## config.mk

```make
export PLATFORM = sky130hd
export DESIGN_NAME = ham_enc_arbiter
export DESIGN_NICKNAME = d
export VERILOG_FILES = /design/src/rtl/ham_enc_arbiter.sv
export SDC_FILE = /design/constraint.sdc
export NUM_CORES = 1
export LEC_CHECK = 0
export CORE_UTILIZATION = 45
export DETAILED_ROUTE_END_ITERATION = 7
export HOLD_SLACK_MARGIN = 0.03
export PLACE_DENSITY = 0.82
export SETUP_SLACK_MARGIN = 0.15
export SKIP_LAST_GASP = 1
export SLEW_MARGIN = 0
export SYNTH_ARGS = -nofsm -noshare
export SYNTH_HDL_FRONTEND = slang
export SYNTH_SLANG_ARGS = --single-unit
export TNS_END_PERCENT = 50
```

## constraint.sdc

```tcl
create_clock -name clk -period 2.1 [get_ports clk]
set_input_delay 0.21 -clock clk [delete_from_list [all_inputs] [get_ports clk]]
set_output_delay 0.21 -clock clk [all_outputs]
set_load 0.05 [all_outputs]
```

## src/rtl/ham_enc_arbiter.sv

```systemverilog
// Two-requester round-robin front end for a shared combinational Hamming(7,4)
// encoder: each accepted byte becomes two registered codewords, one per nibble.
module ham_enc_arbiter #(
    parameter int LSB_FIRST = 1
) (
    input  logic       clk,
    input  logic       rst_n,
    input  logic       in0_valid,
    input  logic [7:0] in0_data,
    output logic       in0_ready,
    input  logic       in1_valid,
    input  logic [7:0] in1_data,
    output logic       in1_ready,
    output logic [3:0] enc_data,
    input  logic [6:0] enc_code,
    output logic       out_valid,
    input  logic       out_ready,
    output logic [6:0] out_code,
    output logic       out_src,
    output logic       out_last
);

    localparam logic [1:0] IDLE   = 2'd0;
    localparam logic [1:0] FIRST  = 2'd1;
    localparam logic [1:0] SECOND = 2'd2;

    logic [1:0] state_reg;
    logic       rr_reg;
    logic [7:0] byte_reg;
    logic       src_reg;
    logic       out_valid_reg;
    logic [6:0] out_code_reg;
    logic       out_src_reg;
    logic       out_last_reg;

    logic       idle;
    logic       grant0;
    logic       grant1;
    logic       hs0;
    logic       hs1;
    logic       load;
    logic [3:0] first_nib;
    logic [3:0] second_nib;

    assign idle   = (state_reg == IDLE);
    // rr_reg only breaks ties; a lone valid requester always wins.
    assign grant0 = in0_valid & (~in1_valid | ~rr_reg);
    assign grant1 = in1_valid & (~in0_valid |  rr_reg);

    assign in0_ready = rst_n & idle & grant0;
    assign in1_ready = rst_n & idle & grant1;
    assign hs0       = in0_valid & in0_ready;
    assign hs1       = in1_valid & in1_ready;

    assign first_nib  = (LSB_FIRST != 0) ? byte_reg[3:0] : byte_reg[7:4];
    assign second_nib = (LSB_FIRST != 0) ? byte_reg[7:4] : byte_reg[3:0];

    always_comb begin
        enc_data = 4'h0;
        if (rst_n) begin
            case (state_reg)
                FIRST:   enc_data = first_nib;
                SECOND:  enc_data = second_nib;
                default: enc_data = 4'h0;
            endcase
        end
    end

    // A codeword loads whenever the output register is empty or being drained.
    assign load = ~idle & (~out_valid_reg | out_ready);

    always_ff @(posedge clk or negedge rst_n) begin
        if (!rst_n) begin
            state_reg <= IDLE;
            rr_reg    <= 1'b0;
            byte_reg  <= 8'h00;
            src_reg   <= 1'b0;
        end else if (hs0) begin
            byte_reg  <= in0_data;
            src_reg   <= 1'b0;
            rr_reg    <= 1'b1;
            state_reg <= FIRST;
        end else if (hs1) begin
            byte_reg  <= in1_data;
            src_reg   <= 1'b1;
            rr_reg    <= 1'b0;
            state_reg <= FIRST;
        end else if (load) begin
            state_reg <= (state_reg == FIRST) ? SECOND : IDLE;
        end
    end

    always_ff @(posedge clk or negedge rst_n) begin
        if (!rst_n) begin
            out_valid_reg <= 1'b0;
            out_code_reg  <= 7'h00;
            out_src_reg   <= 1'b0;
            out_last_reg  <= 1'b0;
        end else if (load) begin
            out_valid_reg <= 1'b1;
            out_code_reg  <= enc_code;
            out_src_reg   <= src_reg;
            out_last_reg  <= (state_reg == SECOND);
        end else if (out_ready) begin
            out_valid_reg <= 1'b0;
        end
    end

    assign out_valid = out_valid_reg;
    assign out_code  = out_code_reg;
    assign out_src   = out_src_reg;
    assign out_last  = out_last_reg;

endmodule

```

Yosys cells after proc, flatten, opt, wreduce, memory -nomap -nowiden
Index checks and enable logic that the tools add are counted.
{ "word_totals": {"ff_bits": 22, "in_bits": 28, "out_inout_bits": 16} }
{ "classes": {"n_eq_ne": 2, "n_bitwise": 16, "reduce_logical": 4, "n_mux": 14} }
{ "ops": {"columns": ["op", "count"], "rows": [
  ["$mux 8", 2],
  ["$and 1x1->1", 8],
  ["$mux 2", 4],
  ["$pmux 4 s2", 1],
  ["$mux 1", 6],
  ["$not 1->1", 5],
  ["$mux 4", 1],
  ["$reduce_bool 2->1", 2],
  ["$or 1x1->1", 3],
  ["$reduce_bool 3->1", 1],
  ["$eq 2x1->1 const B", 1],
  ["$eq 2x2->1 const B", 1],
  ["$logic_not 2->1", 1]
]} }

Depth between registers and ports, before layout
Gate-level depths: netlist of the first run.
{ "depth": {"word_depth": 7, "ltp_mapped": 7} }

Worst setup path before layout of the first run
Ideal clock, no wire load.
{ "synth_path": {"path_kind": "register -> register", "startpoint": "register state_reg[0]", "endpoint": "register src_reg", "stages_incl_launch_ff": 7, "setup_slack_ns": 0.213, "n_path_buf": 1, "setup_ns": 0.080, "synth_period_minus_slack_ns": 1.887, "arrival_ns": 1.807, "path_cell_list": "dfrtp_1 -> inv_1 -> ha_1 -> buf_6 -> nand3_1 -> a21oi_1 -> a2bb2oi_1"} }
{ "synth_between": {"elab_chain_len": 5} }
{ "synth_rtl": {"columns": ["element", "line_no", "source"], "rows": [
  ["from (decl)", "27", "logic [1:0] state_reg;"],
  ["from (signal assigned)", "89", "state_reg <= (state_reg == FIRST) ? SECOND : IDLE;"],
  ["$logic_not 2->1", "45", "assign idle = (state_reg == IDLE);"],
  ["$and 1x1->1 (2 in a row)", "51", "assign in1_ready = rst_n & idle & grant1;"],
  ["named net in1_ready", "13", "output logic in1_ready,"],
  ["$and 1x1->1", "53", "assign hs1 = in1_valid & in1_ready;"],
  ["$reduce_bool 2->1 (no source line)", null, null],
  ["to (signal assigned)", "77", "src_reg <= 1'b0;"],
  ["to (signal assigned)", "80", "src_reg <= 1'b0;"],
  ["to (signal assigned)", "85", "src_reg <= 1'b1;"],
  ["to (decl)", "30", "logic src_reg;"]
]} }
The timed path passes the listed nets, and every way through them passes these cells.
A chain may end at the register's enable or synchronous reset.

Worst setup path in the final report of the first run
{ "layout_path": {"startpoint": "register state_reg[0]", "endpoint": "output port enc_data[2]"} }
{ "layout_between": {"elab_chain_len": 3} }
{ "layout_rtl": {"columns": ["element", "line_no", "source"], "rows": [
  ["$eq 2x2->1 or $eq 2x1->1 (tied branches)", "61", "case (state_reg)"],
  ["$pmux 4 s2 (*)", "61", null],
  ["$mux 4 (*)", "60", "if (rst_n) begin"],
  ["to (decl)", "14", "output logic [3:0] enc_data,"]
]} }
Every way passes the cells marked *; elsewhere a longest branch is shown, timed or not.

==> impl_metrics.ini, run 1 <==
[timing]
whs_ns = 0.117
rsz0062_at_grt = yes
drv_slew = 0
min_period_over_period = 0.909
finalCriticalPeriod_ns = 1.91
fmax_ghz = 0.524
slew_headroom = 0.660
tightestPinTransition_ns = 0.509
setup_viol = 0
hold_viol = 0
setup_tns_ns = 0
final.setup_skew_ns = 0.00617

[grt]
grt_pass1_vias = 977
use_met1 = 0.264
grt-busiest-layer = met2
grt.total_usage = 0.235
antenna_found_initial = 0
grt_pass1_wl_um = 4460
gr-usage-met3 = 0.0536
use_met2 = 0.436
grt_max_degree = 15
overflow = 0

[routing]
dr.pass1.iters = 4
num_vias = 957
via_per_inst = 5.50
drt_wl_total_um = 2780
ant_nets = 0
drc = 0
drt-initial-drc-count = 27
wl_per_cell_um = 16.0

[final_layout]
fin_nets = 178
largest_reg_flops = 8
diodes = 0
post-route-util = 0.746
drive_above_1_share = 0.192
final_cells = 174
syn_to_final_growth_pct = 54.8

[critical_path]
arrival_ns = 1.70
r2r-end = byte_reg[7]
r2r_cells = 5
end_kind = primary output
cp-startpoint = state_reg[0]
worstPathMaxFanout = 5
r2r_start = state_reg[0]
r2r_slack_ns = 0.50
cp.required_ns = 1.89
cp-start-kind = register
criticalPathCategory = reg -> out

[placed_design]
gp_congestion = 0.878
post-place-cells = 170
io_buffers = 43
hpwlAfterDp_um = 2150

[pwr]
total_power_mw = 2.62
peakVddDrop_mv = 1.39
p_leak_nw = 0.693
powerDensity_nw_per_um2 = 1570

[floorplanning]
dieHeight_um = 50.9
std_cell_rows = 17
die-area_um2 = 2590
ios = 44
core_area_um2 = 2230
dieWidth_um = 50.9
start_util = 0.482

[synthesis]
ys_ff_latch = 22
synth.distinct_cells = 26
synth_area_um2 = 1080
synthesis.nets = 131
ys_seq_area_frac = 0.512
ys_warn_count = 0
syn_inst = 100
syn_area_per_cell_um2 = 10.8

[clock_network]
ctsHtreeMaxLevel = 1
cts-root-buf = clkbuf_4
tritoncts = done
worstSkewPairLatency_ns = 0.32
cts_setup_buffers = 0
clock_path_buffers = 2
clk_pin_slew_ns = 0.12
clock_sinks = 22
cts_buffers = 3

[run]
maxCapViolCount = 0

[outcome]
outcome = finished, final reports clean

[min_path]
hold_class = in -> async
==> cells in the final DEF (no fill, tap or decap) <==
cell type,n
clkdlybuf4s50_1,37
ha_4,1
buf_12,6
nor2_1,13
and3_1,1
a32oi_1,1
inv_1,3
nand3_1,2
dfrtp_1,22
mux2i_1,1
clkbuf_4,3
mux2_2,9
o211ai_2,1
o21ai_2,1
bufinv_16,1
nand2_1,2
o21ai_0,10
nand2b_1,1
a2bb2oi_1,1
a21oi_1,8
buf_4,3
o211a_1,1
ha_1,2
a21oi_2,1
and2b_2,1
and2_1,1
a22oi_1,4
a31oi_1,8
nor2_8,1
==> repair_timing <==
item	4_1_cts	5_1_grt
resized for setup	2	1
endpoints found under the setup margin	2	2
pin swaps	0	0
hold buffers	0	0
==> synth_stat cells (all sizes together) <==
| library cell | instances | area, um^2 |
|---|---|---|
| dfrtp | 22 | 551 |
| nor2 | 14 | 68.8 |
| o21ai | 11 | 58.8 |
| a21oi | 9 | 45.0 |
| mux2 | 9 | 101 |
| a31oi | 8 | 50.1 |
| a22oi | 4 | 30.0 |
| buf | 3 | 23.8 |
| ha | 3 | 37.5 |
| inv | 3 | 11.3 |
| nand2 | 2 | 7.51 |
| nand3 | 2 | 10.0 |
| a2bb2oi | 1 | 8.76 |
| a32oi | 1 | 8.76 |
| and2 | 1 | 6.26 |
| and2b | 1 | 8.76 |
| and3 | 1 | 6.26 |
| clkbuf | 1 | 3.75 |
| mux2i | 1 | 10.0 |
| nand2b | 1 | 6.26 |
| o211a | 1 | 10.0 |
| o211ai | 1 | 12.5 |
==> how the worst max path moves through the flow <==
stage,endpoint,slack (ns),cells after the start
after floorplan,src_reg,0.21,6
after global placement,in1_ready,0.42,5
after detailed placement,state_reg[1],0.32,6
after CTS,in1_ready,0.16,5
after global routing,enc_data[2],0.15,5
final,enc_data[2],0.19,5
==> cell type report <==
| cell class | instances | area (um^2) |
|---|---|---|
| fill | 165 | 568 |
| sequential | 22 | 551 |
| timing repair buffer | 46 | 513 |
| multi-input combinational | 71 | 503 |
| tap | 28 | 35.0 |
| clock inverter | 1 | 30.0 |
| clock buffer | 3 | 22.5 |
| inverter | 3 | 11.3 |
==> power breakdown <==
group | internal, mW | switching [mW]
Clock | 0.193 | 0.134
Sequential | 0.635 | 0.121
Combinational | 0.628 | 0.908
Total | 1.46 | 1.16
==> kinds of logic (layout without fill, tap and decap cells) <==
group | Yosys count | in the layout | share of synthesized area
AOI/OAI and AO/OA | 36 | 36 | 0.208
DFF | 22 | 22 | 0.512
and+or+nand+nor | 22 | 22 | 0.106
muxes | 10 | 10 | 0.103
buffers and inverters | 7 | 53 | 0.0360
adders and majority gates | 3 | 3 | 0.0349
==> per-stage QoR <==
stage	instance area, um^2	setup WS [ns]
3_5_place_dp	1600	0.323
4_1_cts	1660	0.164
2_1_floorplan	1080	0.213
5_1_grt	1670	0.145
3_3_place_gp	1600	0.425
6_report	1670	0.191
==> per-layer routing <==
layer / routed length (um) / share of wire / vias to the layer above
li1: - / - / 456
met1: 1080 / 0.39 / 472
met2: 1540 / 0.56 / 25
met3: 123 / 0.044 / 4
met4: 25 / 0.0090 / 0
met5: 0 / 0 / -
==> worst max-delay path, cell delays in order, from the launching register on <==
cell,delay (ns)
dfrtp_1,0.41
inv_1,0.15
ha_1,0.27
a22oi_1,0.12
nor2_1,0.25
buf_12,0.18
Note: power is estimated with default switching activity, not from simulation.
==> run 2: changes to the inputs <==
--- a/config.mk
+++ b/config.mk
@@ -5,13 +5,14 @@
 export SDC_FILE = /design/constraint.sdc
 export NUM_CORES = 1
 export LEC_CHECK = 0
+export CAP_MARGIN = 20
 export CORE_UTILIZATION = 45
 export DETAILED_ROUTE_END_ITERATION = 7
 export HOLD_SLACK_MARGIN = 0.03
 export PLACE_DENSITY = 0.82
 export SETUP_SLACK_MARGIN = 0.15
 export SKIP_LAST_GASP = 1
-export SLEW_MARGIN = 0
+export SLEW_MARGIN = 30
 export SYNTH_ARGS = -nofsm -noshare
 export SYNTH_HDL_FRONTEND = slang
 export SYNTH_SLANG_ARGS = --single-unit
==> results of run 2 <==
No change in the layout: final DEF, timing and power equal those of run 1.
==> run 3: changes to the inputs <==
--- a/config.mk
+++ b/config.mk
@@ -5,11 +5,12 @@
 export SDC_FILE = /design/constraint.sdc
 export NUM_CORES = 1
 export LEC_CHECK = 0
+export ABC_AREA = 0
 export CAP_MARGIN = 20
 export CORE_UTILIZATION = 45
 export DETAILED_ROUTE_END_ITERATION = 7
 export HOLD_SLACK_MARGIN = 0.03
-export PLACE_DENSITY = 0.82
+export PLACE_DENSITY = 0.89
 export SETUP_SLACK_MARGIN = 0.15
 export SKIP_LAST_GASP = 1
 export SLEW_MARGIN = 30
==> impl_metrics.ini, run 3 (synthesis results as in run 1) <==
[grt]
antenna_found_initial = 0
overflow = 0
grt.total_usage = 0.253
grt_pass1_wl_um = 4710
grt_max_degree = 14
grt_pass1_vias = 993

[pwr]
p_leak_nw = 0.697
peakVddDrop_mv = 1.30
powerDensity_nw_per_um2 = 1570

[clock_network]
cts-root-buf = clkbuf_4
ctsHtreeMaxLevel = 1
clk_pin_slew_ns = 0.13
clock_sinks = 22
holdBufCountCts = 0
tritoncts = done
worstSkewPairLatency_ns = 0.32
clock_path_buffers = 2
cts_buffers = 3

[routing]
via_per_inst = 5.71
num_vias = 1000
ant_nets = 0
dr.pass1.iters = 4
wl_per_cell_um = 17.1
drc = 0
drt_wl_total_um = 2990
drt-initial-drc-count = 25

[placed_design]
place_area_um2 = 1600
hpwlAfterDp_um = 2260
io_buffers = 43
post-place-ws_ns = 0.294
gp_congestion = 0.849

[final_layout]
final_cell_mix = clkdlybuf4s50_1, dfrtp_1, nor2_1
post-route-util = 0.749
fill_cells = 142
syn_to_final_growth_pct = 55.5
drive_above_1_share = 0.197
design_area_um2 = 1670
diodes = 0
largest_reg_flops = 8
fin_nets = 179
final_common_cell = clkdlybuf4s50_1

[timing]
tightestPinTransition_ns = 0.533
hold_viol = 0
setup_viol = 0
final.setup_skew_ns = 0.00880
whs_ns = 0.350
min_period_over_period = 0.914
timing.final.ws_setup_ns = 0.181
fmax_ghz = 0.521
rsz0062_at_grt = yes
finalCriticalPeriod_ns = 1.92
slew_headroom = 0.644
drv_slew = 0
setup_tns_ns = 0

[critical_path]
criticalPathCategory = reg -> out
r2r_slack_ns = 0.43
cp.required_ns = 1.89
cp-start-kind = register
end_kind = primary output
worstPathMaxFanout = 5
r2r_cells = 5
arrival_ns = 1.71

[floorplanning]
dieWidth_um = 50.9
start_util = 0.482
std_cell_rows = 17
ios = 44
dieHeight_um = 50.9
core_area_um2 = 2230
die-area_um2 = 2590

[min_path]
hold_class = in -> async

[run]
maxCapViolCount = 0

[outcome]
outcome = finished, final reports clean
## run 3: cell types whose count changed in the layout (fill, tap and decap cells not counted), sizes merged
cell  previous run  this run
buf              9        10
## run 3: metal layers
metal / share of wire / up-vias / GRT usage
li1: - / 460 / -
met1: 0.39 / 494 / 0.320
met2: 0.54 / 39 / 0.439
met3: 0.053 / 7 / 0.0298
met4: 0.018 / 0 / 0.0926
met5: 0 / - / 0
## run 3: power by group
| part | leakage, nW | switching, mW | internal [mW] |
|---|---|---|---|
| Combinational | 0.416 | 0.924 | 0.628 |
| Clock | 0.0279 | 0.135 | 0.193 |
| Sequential | 0.253 | 0.118 | 0.635 |
| Total | 0.697 | 1.18 | 1.46 |
## run 3: metrics by stage
step | power [mW] | cells
after floorplan | 1.75 | 100
after global placement | 2.21 | 171
after detailed placement | 2.27 | 171
after CTS | 2.61 | 175
after global routing | 2.77 | 175
final | 2.63 | 175
## run 3: area by class of cell
class / count / area (um^2) / area share
Clock buffer: 3 / 22.5 / 0.0135
Clock inverter: 1 / 30.0 / 0.0180
Inverter: 3 / 11.3 / 0.00673
Multi-Input combinational cell: 71 / 503 / 0.301
Sequential cell: 22 / 551 / 0.329
Tap cell: 28 / 35.0 / 0.0209
Timing Repair Buffer: 47 / 520 / 0.311
## run 3: worst paths after layout
kind / from / endpoint
setup / recovery: state_reg[0] / enc_data[1]
hold / removal: rst_n / out_code[0]
setup reg to reg: state_reg[0] / byte_reg[6]
hold reg to reg: out_code[5] / out_code[5]
max in group asynchronous: rst_n / byte_reg[0]
min in group clk: in1_data[0] / byte_reg[0]
## run 3: repair_timing
action	CTS	global route
resized for setup	2	1
endpoints found under the setup margin	2	5
buffers inserted	0	0
## run 3: critical path, stage by stage (launching register included)
cell and delay [ns]:
dfrtp_1 0.41, inv_1 0.15, ha_1 0.31, a22oi_1 0.12
nor2_1 0.22, buf_12 0.17
